**src/rtl/z80_bus_serializer.sv**
```systemverilog
// Serialises the Z80 address/control bus onto a narrow pin group, one slice per enabled clock.
// MANUAL picks a live slice; AUTO streams coherent frames; ON_CHANGE streams a frame when the bus moves.
module z80_bus_serializer #(
  parameter int ADDR_W = 16,
  parameter int CTRL_W = 8,
  parameter int PIN_W  = 8,
  localparam int A_SL  = (ADDR_W + PIN_W - 1) / PIN_W,
  localparam int C_SL  = (CTRL_W + PIN_W - 1) / PIN_W,
  localparam int NSL   = A_SL + C_SL,
  localparam int SEL_W = (NSL > 1) ? $clog2(NSL) : 1
) (
  input  logic              clk,
  input  logic              reset,
  input  logic              cen,
  input  logic [1:0]        mode,
  input  logic [SEL_W-1:0]  sel,
  input  logic [ADDR_W-1:0] addr,
  input  logic [CTRL_W-1:0] ctrl,
  output logic [PIN_W-1:0]  pins_out,
  output logic [SEL_W-1:0]  slice_idx,
  output logic              frame_start,
  output logic              busy,
  output logic              overrun
);

  typedef enum logic [1:0] {
    MODE_MANUAL    = 2'b00,
    MODE_AUTO      = 2'b01,
    MODE_ON_CHANGE = 2'b10
  } mode_e;

  typedef enum logic {
    ST_IDLE = 1'b0,
    ST_SEND = 1'b1
  } state_e;

  localparam logic [SEL_W-1:0] LAST = SEL_W'(NSL - 1);

  // Slices past the end of the map (index >= NSL) fall through to zero.
  function automatic logic [PIN_W-1:0] slice_of(input logic [SEL_W-1:0]  k,
                                                input logic [ADDR_W-1:0] a,
                                                input logic [CTRL_W-1:0] c);
    logic [NSL*PIN_W-1:0] v;
    logic [PIN_W-1:0]     r;
    v = '0;
    v[ADDR_W-1:0] = a;
    v[A_SL*PIN_W +: CTRL_W] = c;
    r = '0;
    for (int i = 0; i < NSL; i++) begin
      if (k == SEL_W'(i)) r = v[i*PIN_W +: PIN_W];
    end
    return r;
  endfunction

  logic [PIN_W-1:0]  pins_q, pins_d;
  logic [SEL_W-1:0]  idx_q, idx_d;
  logic              fs_q, fs_d;
  logic              busy_q, busy_d;
  logic              overrun_q, overrun_d;
  logic [SEL_W-1:0]  cnt_q, cnt_d;
  state_e            state_q, state_d;
  logic [ADDR_W-1:0] snap_addr_q, snap_addr_d;
  logic [CTRL_W-1:0] snap_ctrl_q, snap_ctrl_d;
  mode_e             mode_q, mode_d;

  mode_e             mode_eff;
  logic [SEL_W-1:0]  cnt_cur;
  state_e            state_cur;
  logic              bus_diff;

  always_comb begin
    mode_eff    = (mode == 2'b10) ? MODE_ON_CHANGE :
                  (mode == 2'b00) ? MODE_MANUAL : MODE_AUTO;
    // The first enabled edge in a new mode starts that mode's sequencing from scratch.
    cnt_cur     = (mode_eff != mode_q) ? '0 : cnt_q;
    state_cur   = (mode_eff != mode_q) ? ST_IDLE : state_q;
    bus_diff    = (addr != snap_addr_q) || (ctrl != snap_ctrl_q);

    pins_d      = pins_q;
    idx_d       = idx_q;
    fs_d        = 1'b0;
    overrun_d   = overrun_q;
    cnt_d       = cnt_q;
    state_d     = state_q;
    snap_addr_d = snap_addr_q;
    snap_ctrl_d = snap_ctrl_q;
    mode_d      = mode_q;

    if (cen) begin
      mode_d  = mode_eff;
      cnt_d   = '0;
      state_d = ST_IDLE;
      if (mode_eff != MODE_ON_CHANGE) overrun_d = 1'b0;
      case (mode_eff)
        MODE_MANUAL: begin
          pins_d = slice_of(sel, addr, ctrl);
          idx_d  = sel;
        end
        MODE_AUTO: begin
          if (cnt_cur == '0) begin
            snap_addr_d = addr;
            snap_ctrl_d = ctrl;
            pins_d      = slice_of('0, addr, ctrl);
            idx_d       = '0;
            fs_d        = 1'b1;
          end else begin
            pins_d = slice_of(cnt_cur, snap_addr_q, snap_ctrl_q);
            idx_d  = cnt_cur;
          end
          cnt_d = (cnt_cur == LAST) ? '0 : cnt_cur + SEL_W'(1);
        end
        default: begin
          if (state_cur == ST_IDLE) begin
            if (bus_diff) begin
              snap_addr_d = addr;
              snap_ctrl_d = ctrl;
              pins_d      = slice_of('0, addr, ctrl);
              idx_d       = '0;
              fs_d        = 1'b1;
              if (NSL > 1) begin
                state_d = ST_SEND;
                cnt_d   = SEL_W'(1);
              end
            end
          end else begin
            pins_d = slice_of(cnt_cur, snap_addr_q, snap_ctrl_q);
            idx_d  = cnt_cur;
            if (bus_diff) overrun_d = 1'b1;
            if (cnt_cur != LAST) begin
              state_d = ST_SEND;
              cnt_d   = cnt_cur + SEL_W'(1);
            end
          end
        end
      endcase
    end
    busy_d = (state_d == ST_SEND);
  end

  always_ff @(posedge clk) begin
    if (reset) begin
      pins_q      <= '0;
      idx_q       <= '0;
      fs_q        <= 1'b0;
      busy_q      <= 1'b0;
      overrun_q   <= 1'b0;
      cnt_q       <= '0;
      state_q     <= ST_IDLE;
      snap_addr_q <= '0;
      snap_ctrl_q <= '1;
      mode_q      <= MODE_MANUAL;
    end else begin
      pins_q      <= pins_d;
      idx_q       <= idx_d;
      fs_q        <= fs_d;
      busy_q      <= busy_d;
      overrun_q   <= overrun_d;
      cnt_q       <= cnt_d;
      state_q     <= state_d;
      snap_addr_q <= snap_addr_d;
      snap_ctrl_q <= snap_ctrl_d;
      mode_q      <= mode_d;
    end
  end

  assign pins_out    = pins_q;
  assign slice_idx   = idx_q;
  assign frame_start = fs_q;
  assign busy        = busy_q;
  assign overrun     = overrun_q;

endmodule

```
**config.mk**
```make
export PLATFORM = sky130hd
export DESIGN_NAME = z80_bus_serializer
export DESIGN_NICKNAME = d
export VERILOG_FILES = /design/src/rtl/z80_bus_serializer.sv
export SDC_FILE = /design/constraint.sdc
export NUM_CORES = 1
export LEC_CHECK = 0
export BUFFER_PORTS_ARGS = -buffer_cell sky130_fd_sc_hd__buf_2
export CAP_MARGIN = 20
export CORE_UTILIZATION = 50
export CTS_CLUSTER_SIZE = 25
export DETAILED_ROUTE_END_ITERATION = 8
export GPL_TIMING_DRIVEN = 1
export PLACE_DENSITY_LB_ADDON = 0.1
export SLEW_MARGIN = 20
export SYNTH_ARGS = -nofsm -noshare
export SYNTH_HDL_FRONTEND = slang
export SYNTH_SLANG_ARGS = --single-unit
```
**constraint.sdc**
```tcl
create_clock -name clk -period 5.1 [get_ports clk]
set_input_delay 1.02 -clock clk [delete_from_list [all_inputs] [get_ports clk]]
set_output_delay 1.02 -clock clk [all_outputs]
set_load 0.1 [all_outputs]
```
==> flow_summary.yaml, run 1 <==
sta:
  drv_slew: 0
  setup_tns_ps: 0
  relSlewSlack_pct: 28.1
  finalSetupViolCount: 0
  finalHoldViolCount: 0
  finalCritPeriodShare_pct: 61.0
  tightest_slew_ps: 1080
  fmaxAchievable_ghz: 0.322
  rsz0062_at_grt: "false"
  clock_skew_ps: 3.39
  fin_crit_ps: 3110
synthesis:
  synthDistinctLibCells: 41
  synth_cells: 328
  synthArstFlopShare_pct: 0
  synth.avg_cell_area_sq_um: 8.32
  ys_ff_latch: 41
  syn_nets: 359
  yosysSeqAreaShare_pct: 30.1
  synth_warnings: 0
  netlist_area_sq_um: 2730
  ys.flop_type: "dfxtp_1"
  synth_edf_count: 0
cells_and_area:
  final_cells: 427
  fillers: 481
  layout_common_cells: "nand2_1, buf_2, mux2i_1"
  fin_area_sq_um: 3010
  antennaDiodeCount: 0
  multi_input_area_sq_um: 1740
  synthToLayoutAreaGrowth_pct: 10.2
  final_common_cell: "nand2_1"
  final-seq-area_sq_um: 821
  layout-drive-gt1-share_pct: 17.4
  final_net_count: 387
setup_path:
  reg2reg_slack_ps: 2360
  critical_path_peak_fanout: 18
  cp.arrival_ps: 3330
  endpoint: "snap_ctrl_q[3]$_SDFFE_PP1P_"
  reg2reg_depth: 6
  endpoint_kind: "flop"
  required_ps: 5320
  cp-start-kind: "input pin"
  r2r-start: "cnt_q[0]$_SDFFE_PP0P_"
  crit_start: "mode[0]"
  crit_type: "in -> reg"
  r2r-end: "snap_ctrl_q[3]$_SDFFE_PP1P_"
grt:
  grt_overflow_total: 0
  grt_pass1_wl_microns: 11200
  grt_max_degree: 29
  grt_usage_pct: 26.2
  grt_pass1_vias: 2249
  antenna_found_initial: 0
routing:
  drt_iter0_markers: 207
  viasPerCell: 5.76
  drtAntennaViolNets: 0
  wl_per_cell_microns: 15.9
  drc: 0
  vias: 2460
  first_pass_iters: 5
  wirelength_microns: 6800
placed_design:
  dp.cells: 419
  globalplace.congestion: 0.866
  port_buffers: 43
  place.detailed.hpwl_microns: 4830
  dpl_cell_area_sq_um: 2920
pwr:
  ir_worst_vdd_v: 0.000118
  leakagePower_nw: 1.35
  power_density_nw_per_um2: 247
floorplanning:
  die_width_microns: 75.9
  die-area_sq_um: 5760
  dieHeight_microns: 75.9
  ios: 44
  rows: 26
  start_util_pct: 52.8
  core_area_sq_um: 5170
clocking:
  clk_transition_reported_paths_ps: 80
  htree_levels: 2
  cts_sinks: 41
  clk_latency_ps: 290
  cts_resized: 0
  cts_made_buffers: 5
  hold_buffers: 0
  cts-root-buf: "clkbuf_8"
  cts_setup_buffers: 0
  cts_buffer_depth: 2
  cts_tree: "done"
run:
  cap_violations: 0
min_path:
  hold_class: "reg -> reg"
outcome:
  status: "finished clean"
-- kinds of logic after synthesis --
family                 after synthesis  synth area share, %
flip-flops                          41                 30.1
multiplexers                        44                 16.5
buffers and inverters               36                 6.79
XOR/XNOR                            24                 7.70
AO/OA/AOI/OAI                       58                 15.1
AND/OR/NAND/NOR                    125                 23.8
-- critical path, cell delays in order --
cell,delay (ps)
buf_2,140
and2b_1,260
o21ai_2,190
a21boi_0,280
o21a_1,890
buf_4,330
mux2i_1,200
-- area by class of cell --
type / count / area share (%)
Timing Repair Buffer: 46 / 7.91
Sequential cell: 41 / 27.3
Multi-Input combinational cell: 251 / 57.8
Tap cell: 70 / 2.91
Clock inverter: 2 / 0.333
Clock buffer: 6 / 2.41
Inverter: 11 / 1.37
-- registers in the layout, indices dropped and copies added, names as in the netlist --
signal	flops
pins_out	8
mode_q	2
frame_start	1
snap_ctrl_q	8
overrun	1
cnt_q	2
snap_addr_q	16
state_q	1
slice_idx	2
-- metrics by stage --
stage / hold slack [ps] / setup slack [ps] / util (%) / power (mW)
after CTS: 464 / 1990 / 58.0 / 0.748
final: 458 / 1990 / 58.1 / 0.743
after floorplan: 459 / 2640 / - / 0.499
after detailed placement: 452 / 1680 / 56.4 / 0.541
after global placement: 447 / 1720 / 56.4 / 0.539
after global routing: 491 / 1800 / 58.1 / 0.783
-- power breakdown --
part,switching (mW),internal (mW),leakage (nW)
registers,0.0214,0.338,0.336
clock network,0.113,0.0950,0.0450
logic,0.115,0.0610,0.965
-- synth_stat cells (4+ instances only) --
cell type	number	area, sq um
and3b_1	15	131
xor2_1	24	210
dfxtp_1	41	821
buf_2	5	25.0
a31oi_1	8	50.1
inv_1	11	41.3
o2111ai_1	7	61.3
nor4_2	4	50.1
o21ai_0	16	80.1
nor2b_1	4	25.0
a21oi_1	4	20.0
a2bb2oi_1	8	70.1
nand3_1	17	85.1
nand2_1	45	169
clkbuf_1	16	60.1
nor2_1	26	97.6
mux2i_1	42	420
-- how the worst min path moves through the flow --
stage | endpoint | startpoint | depth (start not counted) | slack, ps
finish | pins_out[1]$_SDFFE_PP0P_ | pins_out[1]$_SDFFE_PP0P_ | 2 | 460
detailed placement | pins_out[1]$_SDFFE_PP0P_ | pins_out[1]$_SDFFE_PP0P_ | 2 | 450
global placement | pins_out[2]$_SDFFE_PP0P_ | pins_out[2]$_SDFFE_PP0P_ | 2 | 450
floorplan | snap_addr_q[0]$_SDFFE_PP0P_ | snap_addr_q[0]$_SDFFE_PP0P_ | 2 | 460
CTS | pins_out[1]$_SDFFE_PP0P_ | pins_out[1]$_SDFFE_PP0P_ | 2 | 460
global route | pins_out[1]$_SDFFE_PP0P_ | pins_out[1]$_SDFFE_PP0P_ | 2 | 490
-- per-layer routing --
metal,up-vias,global-route usage (%),part of all wire [%]
met4,0,6.17,0.81
li1,1209,-,-
met5,-,0,0
met1,1153,34.8,45
met2,90,44.0,48
met3,8,4.76,5.9
No activity file was read; power rests on OpenSTA's default activity.
==> inputs of run 2 (changes only) <==
==> constraint.sdc (replaced) <==
create_clock -name clk -period 2.8 [get_ports clk]
set_input_delay 0.56 -clock clk [delete_from_list [all_inputs] [get_ports clk]]
set_output_delay 0.56 -clock clk [all_outputs]
set_load 0.1 [all_outputs]
==> run 2 against run 1 <==
Against the previous run:
- global-route usage grew 0.14 points
- sequential power grew 81%
- setup slack lost 1300 ps
- critical endpoint is now slice_idx[1]$_SDFFE_PP0P_
- highest routed layer unchanged
==> flow_summary.yaml, run 2 (synthesis results as in run 1) <==
cells_and_area:
  layout_common_cells: "nand2_1, buf_2, mux2i_1"
  largest-register: "snap_addr_q"
  final_common_cell: "nand2_1"
  final_cells: 433
  antennaDiodeCount: 0
  synthToLayoutAreaGrowth_pct: 11.9
  layout-drive-gt1-share_pct: 18.7
  final_net_count: 394
  largest_reg_flops: 16
floorplanning:
  rows: 26
  die-area_sq_um: 5760
  start_util_pct: 52.8
  die_width_microns: 75.9
  dieHeight_microns: 75.9
  ios: 44
  core_area_sq_um: 5170
setup_path:
  path_cells: "xor2_1 -> nor4_2 -> nand4_1 -> o31ai_2 -> buf_4 -> mux2_4"
  critical_path_peak_fanout: 10
  critPathSlowestCell: "dfxtp_1"
  endpoint_kind: "flop"
  cp.arrival_ps: 2300
  slowest_delay_ps: 360
  cp-start-kind: "flop"
  crit_type: "reg -> reg"
  required_ps: 2990
clocking:
  clk_transition_reported_paths_ps: 80
  cts_tree: "done"
  clk_latency_ps: 300
  cts_made_buffers: 5
  cts_sinks: 41
  htree_levels: 2
  hold_buffers: 0
  cts_setup_buffers: 0
  cts_resized: 0
  cts-root-buf: "clkbuf_8"
  cts_buffer_depth: 2
sta:
  tightest_slew_ps: 783
  finalSetupViolCount: 0
  clock_skew_ps: 6.38
  fmaxAchievable_ghz: 0.475
  finalHoldViolCount: 0
  finalCritPeriodShare_pct: 75.1
  fin_crit_ps: 2100
  drv_slew: 0
  relSlewSlack_pct: 47.6
  rsz0062_at_grt: "false"
  setup_tns_ps: 0
min_path:
  hold_class: "reg -> reg"
routing:
  drc: 0
  wl_per_cell_microns: 15.8
  drt_iter0_markers: 173
  viasPerCell: 5.67
  wirelength_microns: 6860
  first_pass_iters: 4
  vias: 2456
  drtAntennaViolNets: 0
grt:
  grtUsageMet3_pct: 5.29
  grt_overflow_total: 0
  antenna_found_initial: 0
  top_usage_layer: "met2"
  use_met2_pct: 45.0
  grt_pass1_vias: 2281
  grt_use_met1_pct: 33.0
  grt_pass1_wl_microns: 11200
  grt_usage_pct: 26.3
  grt_max_degree: 28
placed_design:
  dp.cells: 426
  place.detailed.hpwl_microns: 5020
  globalplace.congestion: 0.803
  port_buffers: 43
outcome:
  status: "finished clean"
pwr:
  ir_worst_vdd_v: 0.000211
  power_density_nw_per_um2: 453
  leakagePower_nw: 1.38
run:
  cap_violations: 0
-- run 2: routing by layer --
metal | vias up | share of wire (%)
met5 | - | 0
met4 | 0 | 1.7
met3 | 11 | 3.4
met2 | 57 | 50
met1 | 1162 | 45
li1 | 1226 | -
-- run 2: path summary, 6_finish.rpt --
kind                                from                         to  slack [ps]  depth (start not counted)
min             pins_out[2]$_SDFFE_PP0P_   pins_out[2]$_SDFFE_PP0P_         460                          2
max          snap_ctrl_q[6]$_SDFFE_PP1P_  slice_idx[1]$_SDFFE_PP0P_         700                          6
min reg2reg     pins_out[2]$_SDFFE_PP0P_   pins_out[2]$_SDFFE_PP0P_         460                          2
max reg2reg  snap_ctrl_q[6]$_SDFFE_PP1P_  slice_idx[1]$_SDFFE_PP0P_         700                          6
-- run 2: area by class of cell --
type | count | area, sq um
Timing Repair Buffer | 53 | 290
Multi-Input combinational cell | 251 | 1730
Sequential cell | 41 | 821
Clock buffer | 7 | 86.3
Fill cell | 492 | 2120
Inverter | 11 | 41.3
Tap cell | 70 | 87.6
-- run 2: report_power, final --
group	internal, mW	switching [mW]
clock	0.196	0.207
combinational	0.116	0.212
sequential	0.616	0.0361
-- run 2: worst max-delay path: cells and delay by family, from the launching register on --
| kind | cells | cell delay (ps) |
|---|---|---|
| and+or+nand+nor | 2 | 640 |
| AOI/OAI and AO/OA | 1 | 250 |
| buffers and inverters | 1 | 250 |
| DFF | 1 | 360 |
| xor gates and xnor gates | 1 | 180 |
| muxes | 1 | 310 |
-- run 2: per-stage QoR --
| stage | setup slack, ps | hold WS [ps] | util [%] | total power [mW] | cell area (sq um) |
|---|---|---|---|---|---|
| 2_1_floorplan | 591 | 459 | - | 0.909 | 2730 |
| 3_3_place_gp | 436 | 450 | 57.4 | 0.988 | 2970 |
| 3_5_place_dp | 404 | 452 | 57.4 | 0.993 | 2970 |
| 4_1_cts | 700 | 465 | 59.0 | 1.40 | 3050 |
| 5_1_grt | 597 | 482 | 59.0 | 1.45 | 3050 |
| 6_report | 696 | 461 | 59.0 | 1.38 | 3050 |
==> inputs of run 3 (changes only) <==
==> constraint.sdc (replaced) <==
create_clock -name clk -period 2.2 [get_ports clk]
set_input_delay 0.44 -clock clk [delete_from_list [all_inputs] [get_ports clk]]
set_output_delay 0.44 -clock clk [all_outputs]
set_load 0.1 [all_outputs]
==> run 3 against run 2 <==
Against the previous run:
- sequential cell count unchanged
- clock power up 39%
- sequential power up 28%
- non-clock buffer count up 5
- critical path depth unchanged
- clock skew down 2.1 ps
- die area unchanged
- cell area up 2.6%
- count of clock-buffer cells in the layout unchanged
- global-route usage up 0.53 points
- setup slack worse by 550 ps
- final cell count up 1.4%
- critical endpoint unchanged
- highest routed layer unchanged
==> flow_summary.yaml, run 3 (synthesis results as in run 1) <==
outcome:
  status: "finished clean"
placed_design:
  dp.cells: 431
  dpl_cell_area_sq_um: 3030
  port_buffers: 43
  place.detailed.hpwl_microns: 5140
  globalplace.congestion: 0.849
  post-place-ws_ps: -41.0
sta:
  clock_skew_ps: 4.24
  rsz0062_at_grt: "false"
  hold_ws_ps: 406
  tightest_slew_ps: 753
  setup_tns_ps: 0
  finalSetupViolCount: 0
  finalHoldViolCount: 0
  setup_ws_ps: 146
  fmaxAchievable_ghz: 0.487
  drv_slew: 0
  relSlewSlack_pct: 49.6
  finalCritPeriodShare_pct: 93.4
  fin_crit_ps: 2050
cells_and_area:
  final_net_count: 399
  antennaDiodeCount: 0
  final_cells: 439
  final_util_pct: 60.6
  final-seq-area_sq_um: 822
  layout-drive-gt1-share_pct: 20.6
  synthToLayoutAreaGrowth_pct: 14.8
  largest-register: "snap_addr_q"
  multi_input_area_sq_um: 1730
  layout_common_cells: "nand2_1, buf_2, mux2i_1"
  fillers: 455
  fin_area_sq_um: 3130
  final_common_cell: "nand2_1"
  largest_reg_flops: 16
floorplanning:
  die_width_microns: 75.9
  rows: 26
  core_area_sq_um: 5170
  die-area_sq_um: 5760
  ios: 44
  start_util_pct: 52.8
  dieHeight_microns: 75.9
clocking:
  cts-root-buf: "clkbuf_8"
  cts_made_buffers: 5
  htree_levels: 2
  clk_transition_reported_paths_ps: 80
  clk_latency_ps: 300
  cts_sinks: 41
  cts_resized: 0
  hold_buffers: 0
  cts_tree: "done"
  cts_setup_buffers: 0
  cts_buffer_depth: 2
pwr:
  power_mw: 1.82
  p_sw_uw: 598
  switching_share_pct: 32.8
  leakagePower_nw: 1.42
  seqPwrFrac_pct: 45.8
  p_comb_share_pct: 23.4
  p_int_mw: 1.22
  power_density_nw_per_um2: 582
  clockPowerShare_pct: 30.8
  ir_worst_vdd_v: 0.000318
routing:
  vias: 2462
  wl_per_cell_microns: 16.1
  drt_iter0_markers: 131
  first_pass_iters: 4
  viasPerCell: 5.61
  drc: 0
  drtAntennaViolNets: 0
  wirelength_microns: 7080
setup_path:
  endpoint_kind: "flop"
  crit_family: "simple AND/OR/NAND/NOR gates"
  slowest_delay_ps: 370
  reg2reg_slack_ps: 150
  required_ps: 2390
  cp.arrival_ps: 2250
  critPathSlowestCell: "nor4_2"
  cp.buffers_inverters: 1
  critical_path_peak_fanout: 5
  path_cells: "xor2_1 -> nor4_2 -> nand4_1 -> o31ai_2 -> buf_4 -> mux2_4"
  cp-start-kind: "flop"
  crit_type: "reg -> reg"
min_path:
  hold_class: "in -> reg"
grt:
  antenna_found_initial: 0
  grt_overflow_total: 0
  grt_max_degree: 28
  grt_pass1_wl_microns: 11300
  grt_usage_pct: 26.9
  grt_pass1_vias: 2271
run:
  cap_violations: 0
## run 3: cell count changes in the layout (fill, tap and decap cells not counted), sizes merged
cell	change
clkinv	+1
buf	+5
## run 3: tightest hold or removal path: cells and delay by family
| kind | cells | cell delay (ps) |
|---|---|---|
| mux | 1 | 50 |
| simple gates | 1 | 50 |
| buf+inv | 1 | 120 |
## run 3: final cells by class
type	instances	share of cell area [%]
flip-flops and latches	41	26.2
repair buffers	58	11.3
inverters	11	1.32
well taps	70	2.80
clock buffers	7	3.08
multi-input cells	251	55.2
clock inverters	1	0.160
## run 3: power groups by stage
| stage | combinational [mW] | clock [mW] | sequential, mW |
|---|---|---|---|
| after floorplan | 0.237 | 0 | 0.920 |
| after global placement | 0.421 | 0 | 0.849 |
| after detailed placement | 0.425 | 0 | 0.851 |
| after CTS | 0.426 | 0.571 | 0.833 |
| after global routing | 0.462 | 0.602 | 0.840 |
| final | 0.426 | 0.562 | 0.834 |
## run 3: final timing paths
| check | start | to | depth (start not counted) |
|---|---|---|---|
| setup / recovery | snap_ctrl_q[6]$_SDFFE_PP1P_ | slice_idx[1]$_SDFFE_PP0P_ | 6 |
| hold / removal | addr[7] | snap_addr_q[7]$_SDFFE_PP0P_ | 3 |
| setup reg to reg | snap_ctrl_q[6]$_SDFFE_PP1P_ | slice_idx[1]$_SDFFE_PP0P_ | 6 |
| hold reg to reg | pins_out[1]$_SDFFE_PP0P_ | pins_out[1]$_SDFFE_PP0P_ | 2 |
## run 3: routing by layer
layer	routed length [microns]	global-route usage (%)	up-vias	share of wire [%]
met1	3300	34.4	1157	47
met3	314	5.82	8	4.4
met5	0	0	-	0
met2	3350	44.4	60	47
met4	113	9.47	0	1.6
li1	-	-	1237	-
